$ cat src/rtl/serial_adder_pkg.sv
// Shared types and constants for the bit-serial adder.
// The state enum is binary encoded; WIDTH_DEFAULT sizes the default build.
package serial_adder_pkg;

   localparam int WIDTH_DEFAULT = 8;

   typedef enum logic [1:0] {
      IDLE = 2'd0,
      RUN  = 2'd1,
      DONE = 2'd2
   } state_e;

endpackage

$ cat src/rtl/serial_adder_fulladder.sv
// One-bit full-adder cell used as the serial adder's bit slice.
// A is the sum bit, cout the carry out.
module fulladder (
   input  logic x,
   input  logic y,
   input  logic cin,
   output logic A,
   output logic cout
);

   assign A    = x ^ y ^ cin;
   assign cout = (x & y) | (x & cin) | (y & cin);

endmodule

$ cat src/rtl/serial_adder.sv
// Bit-serial adder: one full-adder cell, WIDTH cycles per add, LSB first.
// Sum bits enter from the MSB side so the result is aligned after WIDTH shifts.
module serial_adder
   import serial_adder_pkg::*;
#(
   parameter int WIDTH = WIDTH_DEFAULT
) (
   input  logic             clk,
   input  logic             rst,
   input  logic             in_valid,
   output logic             in_ready,
   input  logic [WIDTH-1:0] a,
   input  logic [WIDTH-1:0] b,
   input  logic             cin,
   output logic             out_valid,
   input  logic             out_ready,
   output logic [WIDTH-1:0] sum,
   output logic             cout,
   output logic             busy
);

   localparam int CW = $clog2(WIDTH + 1);

   state_e           state_q, state_d;
   logic [WIDTH-1:0] a_q, a_d;
   logic [WIDTH-1:0] b_q, b_d;
   logic [WIDTH-1:0] sum_q, sum_d;
   logic             carry_q, carry_d;
   logic             cout_q, cout_d;
   logic             out_valid_q, out_valid_d;
   logic [CW-1:0]    cnt_q, cnt_d;

   logic             fa_sum;
   logic             fa_cout;

   fulladder u_fa (
      .x    (a_q[0]),
      .y    (b_q[0]),
      .cin  (carry_q),
      .A    (fa_sum),
      .cout (fa_cout)
   );

   always_comb begin
      state_d     = state_q;
      a_d         = a_q;
      b_d         = b_q;
      sum_d       = sum_q;
      carry_d     = carry_q;
      cout_d      = cout_q;
      out_valid_d = out_valid_q;
      cnt_d       = cnt_q;
      unique case (state_q)
         IDLE: begin
            if (in_valid) begin
               a_d     = a;
               b_d     = b;
               carry_d = cin;
               cnt_d   = '0;
               state_d = RUN;
            end
         end
         RUN: begin
            carry_d = fa_cout;
            cout_d  = fa_cout;
            sum_d   = (sum_q >> 1) | (WIDTH'(fa_sum) << (WIDTH - 1));
            a_d     = a_q >> 1;
            b_d     = b_q >> 1;
            cnt_d   = cnt_q + CW'(1);
            // Exit on WIDTH-1 so a 1-bit build never needs the counter to wrap
            if (cnt_q == CW'(WIDTH - 1)) begin
               state_d     = DONE;
               out_valid_d = 1'b1;
            end
         end
         DONE: begin
            if (out_ready) begin
               state_d     = IDLE;
               out_valid_d = 1'b0;
            end
         end
         default: begin
            state_d     = IDLE;
            out_valid_d = 1'b0;
         end
      endcase
   end

   always_ff @(posedge clk) begin
      if (rst) begin
         state_q     <= IDLE;
         a_q         <= '0;
         b_q         <= '0;
         sum_q       <= '0;
         carry_q     <= 1'b0;
         cout_q      <= 1'b0;
         out_valid_q <= 1'b0;
         cnt_q       <= '0;
      end else begin
         state_q     <= state_d;
         a_q         <= a_d;
         b_q         <= b_d;
         sum_q       <= sum_d;
         carry_q     <= carry_d;
         cout_q      <= cout_d;
         out_valid_q <= out_valid_d;
         cnt_q       <= cnt_d;
      end
   end

   assign in_ready  = (state_q == IDLE);
   assign busy      = (state_q == RUN);
   assign out_valid = out_valid_q;
   assign sum       = sum_q;
   assign cout      = cout_q;

endmodule

$ cat config.mk
export PLATFORM = sky130hd
export DESIGN_NAME = serial_adder
export DESIGN_NICKNAME = d
export VERILOG_FILES = /design/src/rtl/serial_adder_pkg.sv /design/src/rtl/serial_adder_fulladder.sv /design/src/rtl/serial_adder.sv
export SDC_FILE = /design/constraint.sdc
export NUM_CORES = 1
export LEC_CHECK = 0
export CORE_ASPECT_RATIO = 1.5
export CORE_MARGIN = 2
export CORE_UTILIZATION = 59
export DETAILED_ROUTE_END_ITERATION = 8
export DONT_BUFFER_PORTS = 1
export GPL_TIMING_DRIVEN = 0
export HOLD_SLACK_MARGIN = 0.12
export PLACE_DENSITY = 0.75
export SLEW_MARGIN = 15
export SYNTH_ARGS = -nofsm -noshare
export SYNTH_HDL_FRONTEND = slang
export SYNTH_SLANG_ARGS = --single-unit
export TNS_END_PERCENT = 1
$ cat constraint.sdc
create_clock -name clk -period 1.5 [get_ports clk]
set_input_delay 0.375 -clock clk [delete_from_list [all_inputs] [get_ports clk]]
set_output_delay 0.375 -clock clk [all_outputs]
set_load 0.05 [all_outputs]
==> results of run 1 <==
worst paths after layout:
kind | slack [ns] | start | end | cells past startpoint
worst min-delay path | 0.20 | cin | carry_q$_SDFFE_PP0P_ | 2
worst max-delay path | -0.03 | state_q[1]$_SDFFE_PP0P_ | busy | 3
worst min register to register | 0.51 | b_q[2]$_SDFFE_PP0P_ | b_q[2]$_SDFFE_PP0P_ | 2
worst max register to register | 0.10 | state_q[1]$_SDFFE_PP0P_ | cnt_q[1]$_SDFFE_PP0P_ | 6
layout make-up:
type,instances,area [um^2],share of cell area
clock buffers,5,37.5,0.0238
plain buffers,12,82.6,0.0524
flip-flops and latches,33,668,0.424
repair buffers,4,55.1,0.0349
well taps,23,28.8,0.0183
clock inverters,3,65.1,0.0413
inverters,3,11.3,0.00714
multi-input cells,110,628,0.398
through the flow:
stage	cell area (um^2)	utilization	total power [mW]
after global placement	1380	0.625	1.18
after floorplan	1350	-	1.15
final	1580	0.714	2.03
after global routing	1580	0.714	2.11
after detailed placement	1380	0.625	1.19
after CTS	1580	0.714	2.04
flip-flops by register name (all words and copies together) (netlist names):
register,cells
state_q,2
b_q,8
cout,1
a_q,8
carry_q,1
cnt_q,4
out_valid,1
sum,8
cells in the mapped netlist, drive strengths merged:
library cell  number
o21bai             1
or4                1
nand3              2
buf                5
ha                 1
clkbuf             7
a21oi             12
nor2              28
dfxtp             33
o21ba              1
o2bb2ai            7
inv                3
a22oi              1
and4b              1
o22ai              7
a31oi              1
nand2             22
a32oi              2
a211oi            15
nand2b             2
o211a              1
nor3               2
o21ai              1
a311oi             1
fa                 1
cell families after synthesis:
logic type      share of synthesized area
compound gates                      0.260
fa+ha+maj                          0.0241
buf+inv                            0.0501
flops                               0.490
simple gates                        0.176
routing by layer:
layer | GRT usage | wire, um
met3 | 0.0578 | 155
met2 | 0.458 | 1680
met1 | 0.287 | 1150
met5 | 0 | 0
met4 | 0.133 | 66
repair_timing:
action / 4_1_cts / 5_1_grt
gates resized for setup: 13 / 2
buffers inserted: 3 / 0
cloned: 1 / 0
pin swaps: 1 / 0
endpoints found under the setup margin: 2 / 12
power by group through the flow:
stage / Sequential (mW) / Combinational [mW] / Clock (mW)
4_1_cts: 0.976 / 0.234 / 0.831
6_report: 0.976 / 0.234 / 0.822
3_3_place_gp: 0.996 / 0.188 / 0
3_5_place_dp: 0.998 / 0.196 / 0
5_1_grt: 0.982 / 0.264 / 0.869
2_1_floorplan: 0.989 / 0.161 / 0
==> metrics.txt, run 1 <==
clock power share 0.405; count of final setup violators 2; First-pass DRT Iterations 4; number of max-cap violations 0; DR vias/cell approximately 6.2; via count between 1000 and 1500; post-DR wirelength/cell approximately 16 um; min-delay worst type in -> reg; PwrDens between 1000 and 1500 nW/um^2; CTS root buffer clkbuf_4; worst path arrival time about 1.2 ns; #FFs+latches synth 33; total track usage 0.262; Seq/Total Area, Yosys 0.490; Worst-Margin Slew 0.557 ns; Synth Cell Area 1350 um^2; Die Wd between 40 and 50 um; first-pass GRT wire length approximately 5400 um; Tmin final approximately 1.5 ns; Syn Area/Cell roughly 8.5 um^2; Int Power roughly 1.5 mW; largest area contributor in the synthesized netlist dfxtp_1; Core Region 2210 um^2; Initial Util 0.611; critical path's top delay family flip-flops; Die Ht about 63 um; die area around 2700 um^2; worst-path fanout max 7; # diodes 0; LEAKAGE between 0.6 and 0.7 nW; CP max stage cell dfxtp_4; Fin. Hold Viols 0; CP required between 1 and 1.5 ns; antenna violations before repair 0; outcome finished, violations left; Final ANT Viol Nets 0; Setup crit end kind output port; Clock Path Buffers 2; Worst Skew 0.0132 ns; # IOs 33; Combinational Power Share 0.115; Net Count, Synth around 180; Tcrit/Tclk final 1.02; CTS tree yes; clock sinks 33; dpl hpwl between 2000 and 2500 um; peak supply drop slightly below 1000 uV; number of placed cells counting well taps around 180; violated checks setup timing; TritonCTS Buffers 5; Max Slew Vio Count 0; most frequent cells in the layout dfxtp_1, nor2_1, nand2_1; Layout Nets between 150 and 200; largest net degree at the start of global routing 12; YS warnings 0; routed wire length ~3100 um; GPL Wtd Cong approximately 0.73; crit-path cells nand2b_1, inv_2, buf_12; initial DRC count 31; Sw Ratio 0.239; Rows 21; Setup Crit Path Kind reg -> out; Hold WS slightly below 0.2 ns; Skew-Pair Late Insertion Delay 0.34 ns; Max Clock Freq ~650 MHz; Setup WS pre-CTS 0.0658 ns; area fraction of the dominant cell type after synthesis 0.490; Syn Inst Count between 150 and 200; Filler cells about 190; Bufs and invs on worst path 2; setup ws final -0.0321 ns; share of layout cells above drive strength 1 0.141; sequential power share 0.480; commonest non-fill, non-tap cell in the layout dfxtp_1; RSZ-0062 raised after global routing true; H-tree depth 2; CP peak stage delay 0.39 ns; distinct cell type count after synthesis 27; IO Port Bufs 0; net load switching power 0.486 mW; Syn-to-layout area delta 16.9%; CTS clk-pin slew, worst paths 0.10 ns; non-filler cells, final between 150 and 200; synth top area cells dfxtp_1, a211oi_1, nor2_1, nand2_1, o2bb2ai_1; Remaining DRCs 0; max_slew headroom 0.628; setup tns final -0.0577 ns; vias in the first global route around 1200; grt ovf 0; Hold-fix buffers, CTS 0; Startpoint Class register
Note: power is estimated with default switching activity, not from simulation.
==> inputs of run 2 (changes only) <==
--- a/config.mk
+++ b/config.mk
@@ -7,12 +7,12 @@
 export LEC_CHECK = 0
 export CORE_ASPECT_RATIO = 1.5
 export CORE_MARGIN = 2
-export CORE_UTILIZATION = 59
+export CORE_UTILIZATION = 60
 export DETAILED_ROUTE_END_ITERATION = 8
 export DONT_BUFFER_PORTS = 1
 export GPL_TIMING_DRIVEN = 0
 export HOLD_SLACK_MARGIN = 0.12
-export PLACE_DENSITY = 0.75
+export PLACE_DENSITY = 0.76
 export SLEW_MARGIN = 15
 export SYNTH_ARGS = -nofsm -noshare
 export SYNTH_HDL_FRONTEND = slang
==> run 2 against run 1 <==
Against the previous run: the run now ends clean; register-to-register slack about the same; global-route usage decreased by 1.5 points; via count increased by 0.67%; clock-buffer cell count increased by 2; sequential cell count unchanged; critical endpoint is now in_ready; largest cell class unchanged.
==> metrics.txt, run 2 (synthesized netlist as in run 1, its figures left out) <==
outcome complete, no violations; Tmin final approximately 1.5 ns; Filler cells roughly 180; antenna violations before repair 0; Final Util 0.705; number of max-cap violations 0; Fin. Hold Viols 0; most frequent cells in the layout dfxtp_1, nor2_1, nand2_1; R2R cell count 5; Setup Crit Path Kind reg -> out; total track usage 0.247; initial DRC count 25; IO Port Bufs 0; max_slew headroom 0.634; Worst-Margin Slew approximately 0.55 ns; post-DR wirelength/cell roughly 16 um; Hold-fix buffers, CTS 0; Hold WS about 0.23 ns; worst path arrival time ~1.1 ns; Startpoint Class register; worst-path fanout max 4; CTS tree yes; LEAKAGE approximately 0.58 nW; Tcrit/Tclk final 0.996; R2R Path Start state_q[0]$_SDFFE_PP0P_; dpl hpwl ~2100 um; Hold EP a_q[7]$_SDFFE_PP0P_; Rows 21; grt ovf 0; routed wire length between 3000 and 4000 um; peak supply drop 609 uV; Max Slew Vio Count 0; RR Endpoint carry_q$_SDFFE_PP0P_; Initial Util 0.618; H-tree depth 2; Core Region between 2000 and 2500 um^2; clock sinks 33; multi-input logic area between 600 and 700 um^2; Final ANT Viol Nets 0; vias in the first global route about 1100; first-pass GRT wire length 4840 um; DR vias/cell 6.26; Syn-to-layout area delta 13.9%; TritonCTS Buffers 5; min-delay worst type in -> reg; Layout Nets 192; Remaining DRCs 0; Skew-Pair Late Insertion Delay between 0.3 and 0.4 ns; die area about 2700 um^2; Worst Hold Depth 2; hold path start a[7]; Die Ht slightly above 60 um; PwrDens between 1000 and 1500 nW/um^2; # IOs 33; Max Clock Freq roughly 670 MHz; # diodes 0; Setup crit end kind output port; register area around 670 um^2; share of layout cells above drive strength 1 0.136; Worst Skew between 0.003 and 0.004 ns; commonest non-fill, non-tap cell in the layout dfxtp_1; count of final setup violators 0; CP required about 1.1 ns; Clock Path Buffers 2; Die Wd ~43 um; First-pass DRT Iterations 4; CTS clk-pin slew, worst paths approximately 0.090 ns; largest net degree at the start of global routing 11; register-to-register setup slack around 0.090 ns; CTS root buffer clkbuf_4; via count ~1200; GPL Wtd Cong 0.787; RSZ-0062 raised after global routing true
-- run 2: cell types whose count changed in the layout (fill, tap and decap cells not counted) --
| cell | delta |
|---|---|
| bufinv_16 | -2 |
| clkbuf_1 | +1 |
| clkbuf_8 | +1 |
| clkinv_2 | -1 |
| nand2b_1 | -1 |
| nand2b_4 | +1 |
-- run 2: stage by stage --
| stage | setup TNS [ns] | area [um^2] | setup WS (ns) | cells | total power [mW] |
|---|---|---|---|---|---|
| floorplan | 0 | 1350 | 0.155 | 158 | 1.15 |
| global placement | 0 | 1380 | 0.0892 | 181 | 1.18 |
| detailed placement | 0 | 1380 | 0.0827 | 181 | 1.19 |
| CTS | -0.0192 | 1530 | -0.0115 | 192 | 1.72 |
| global route | -0.0267 | 1540 | -0.0202 | 192 | 1.78 |
| finish | 0 | 1540 | 0.00619 | 192 | 1.71 |
-- run 2: timing repair --
item | in CTS | in global routing
cloned | 1 | 0
setup endpoints to repair | 2 | 12
endpoints found under the hold margin | 0 | 0
setup buffers | 3 | 0
gates resized for setup | 13 | 3
pin swaps | 1 | 1
-- run 2: worst max path at each step --
stage | from | end | slack [ns] | depth (start not counted)
after floorplan | state_q[0]$_SDFFE_PP0P_ | in_ready | 0.15 | 2
after global placement | state_q[0]$_SDFFE_PP0P_ | in_ready | 0.09 | 2
after detailed placement | state_q[0]$_SDFFE_PP0P_ | in_ready | 0.08 | 2
after CTS | state_q[1]$_SDFFE_PP0P_ | busy | -0.01 | 3
after global routing | state_q[0]$_SDFFE_PP0P_ | in_ready | -0.02 | 2
final | state_q[0]$_SDFFE_PP0P_ | in_ready | 0.006 | 2
-- run 2: power breakdown --
| group | switching (mW) | internal [mW] | total [mW] |
|---|---|---|---|
| Sequential | 0.0525 | 0.924 | 0.977 |
| Clock | 0.275 | 0.221 | 0.496 |
| Combinational | 0.131 | 0.105 | 0.236 |
| Total | 0.458 | 1.25 | 1.71 |
-- run 2: area by class of cell --
type	instances	share of cell area
plain buffers	12	0.0537
flip-flops and latches	33	0.435
repair buffers	4	0.0358
multi-input cells	110	0.414
well taps	23	0.0187
clock buffers	7	0.0358
inverters	3	0.00733
-- run 2: worst max-delay path, stage by stage (launching register included) --
cell and delay [ns]:
dfxtp_4 0.38, buf_8 0.12, nor2_4 0.29
-- run 2: routing by layer --
metal | GRT usage | routed length (um) | vias up
met4 | 0.103 | 40 | 0
met5 | 0 | 0 | -
met2 | 0.468 | 1670 | 39
met3 | 0.0723 | 160 | 6
li1 | - | - | 590
met1 | 0.254 | 1210 | 567
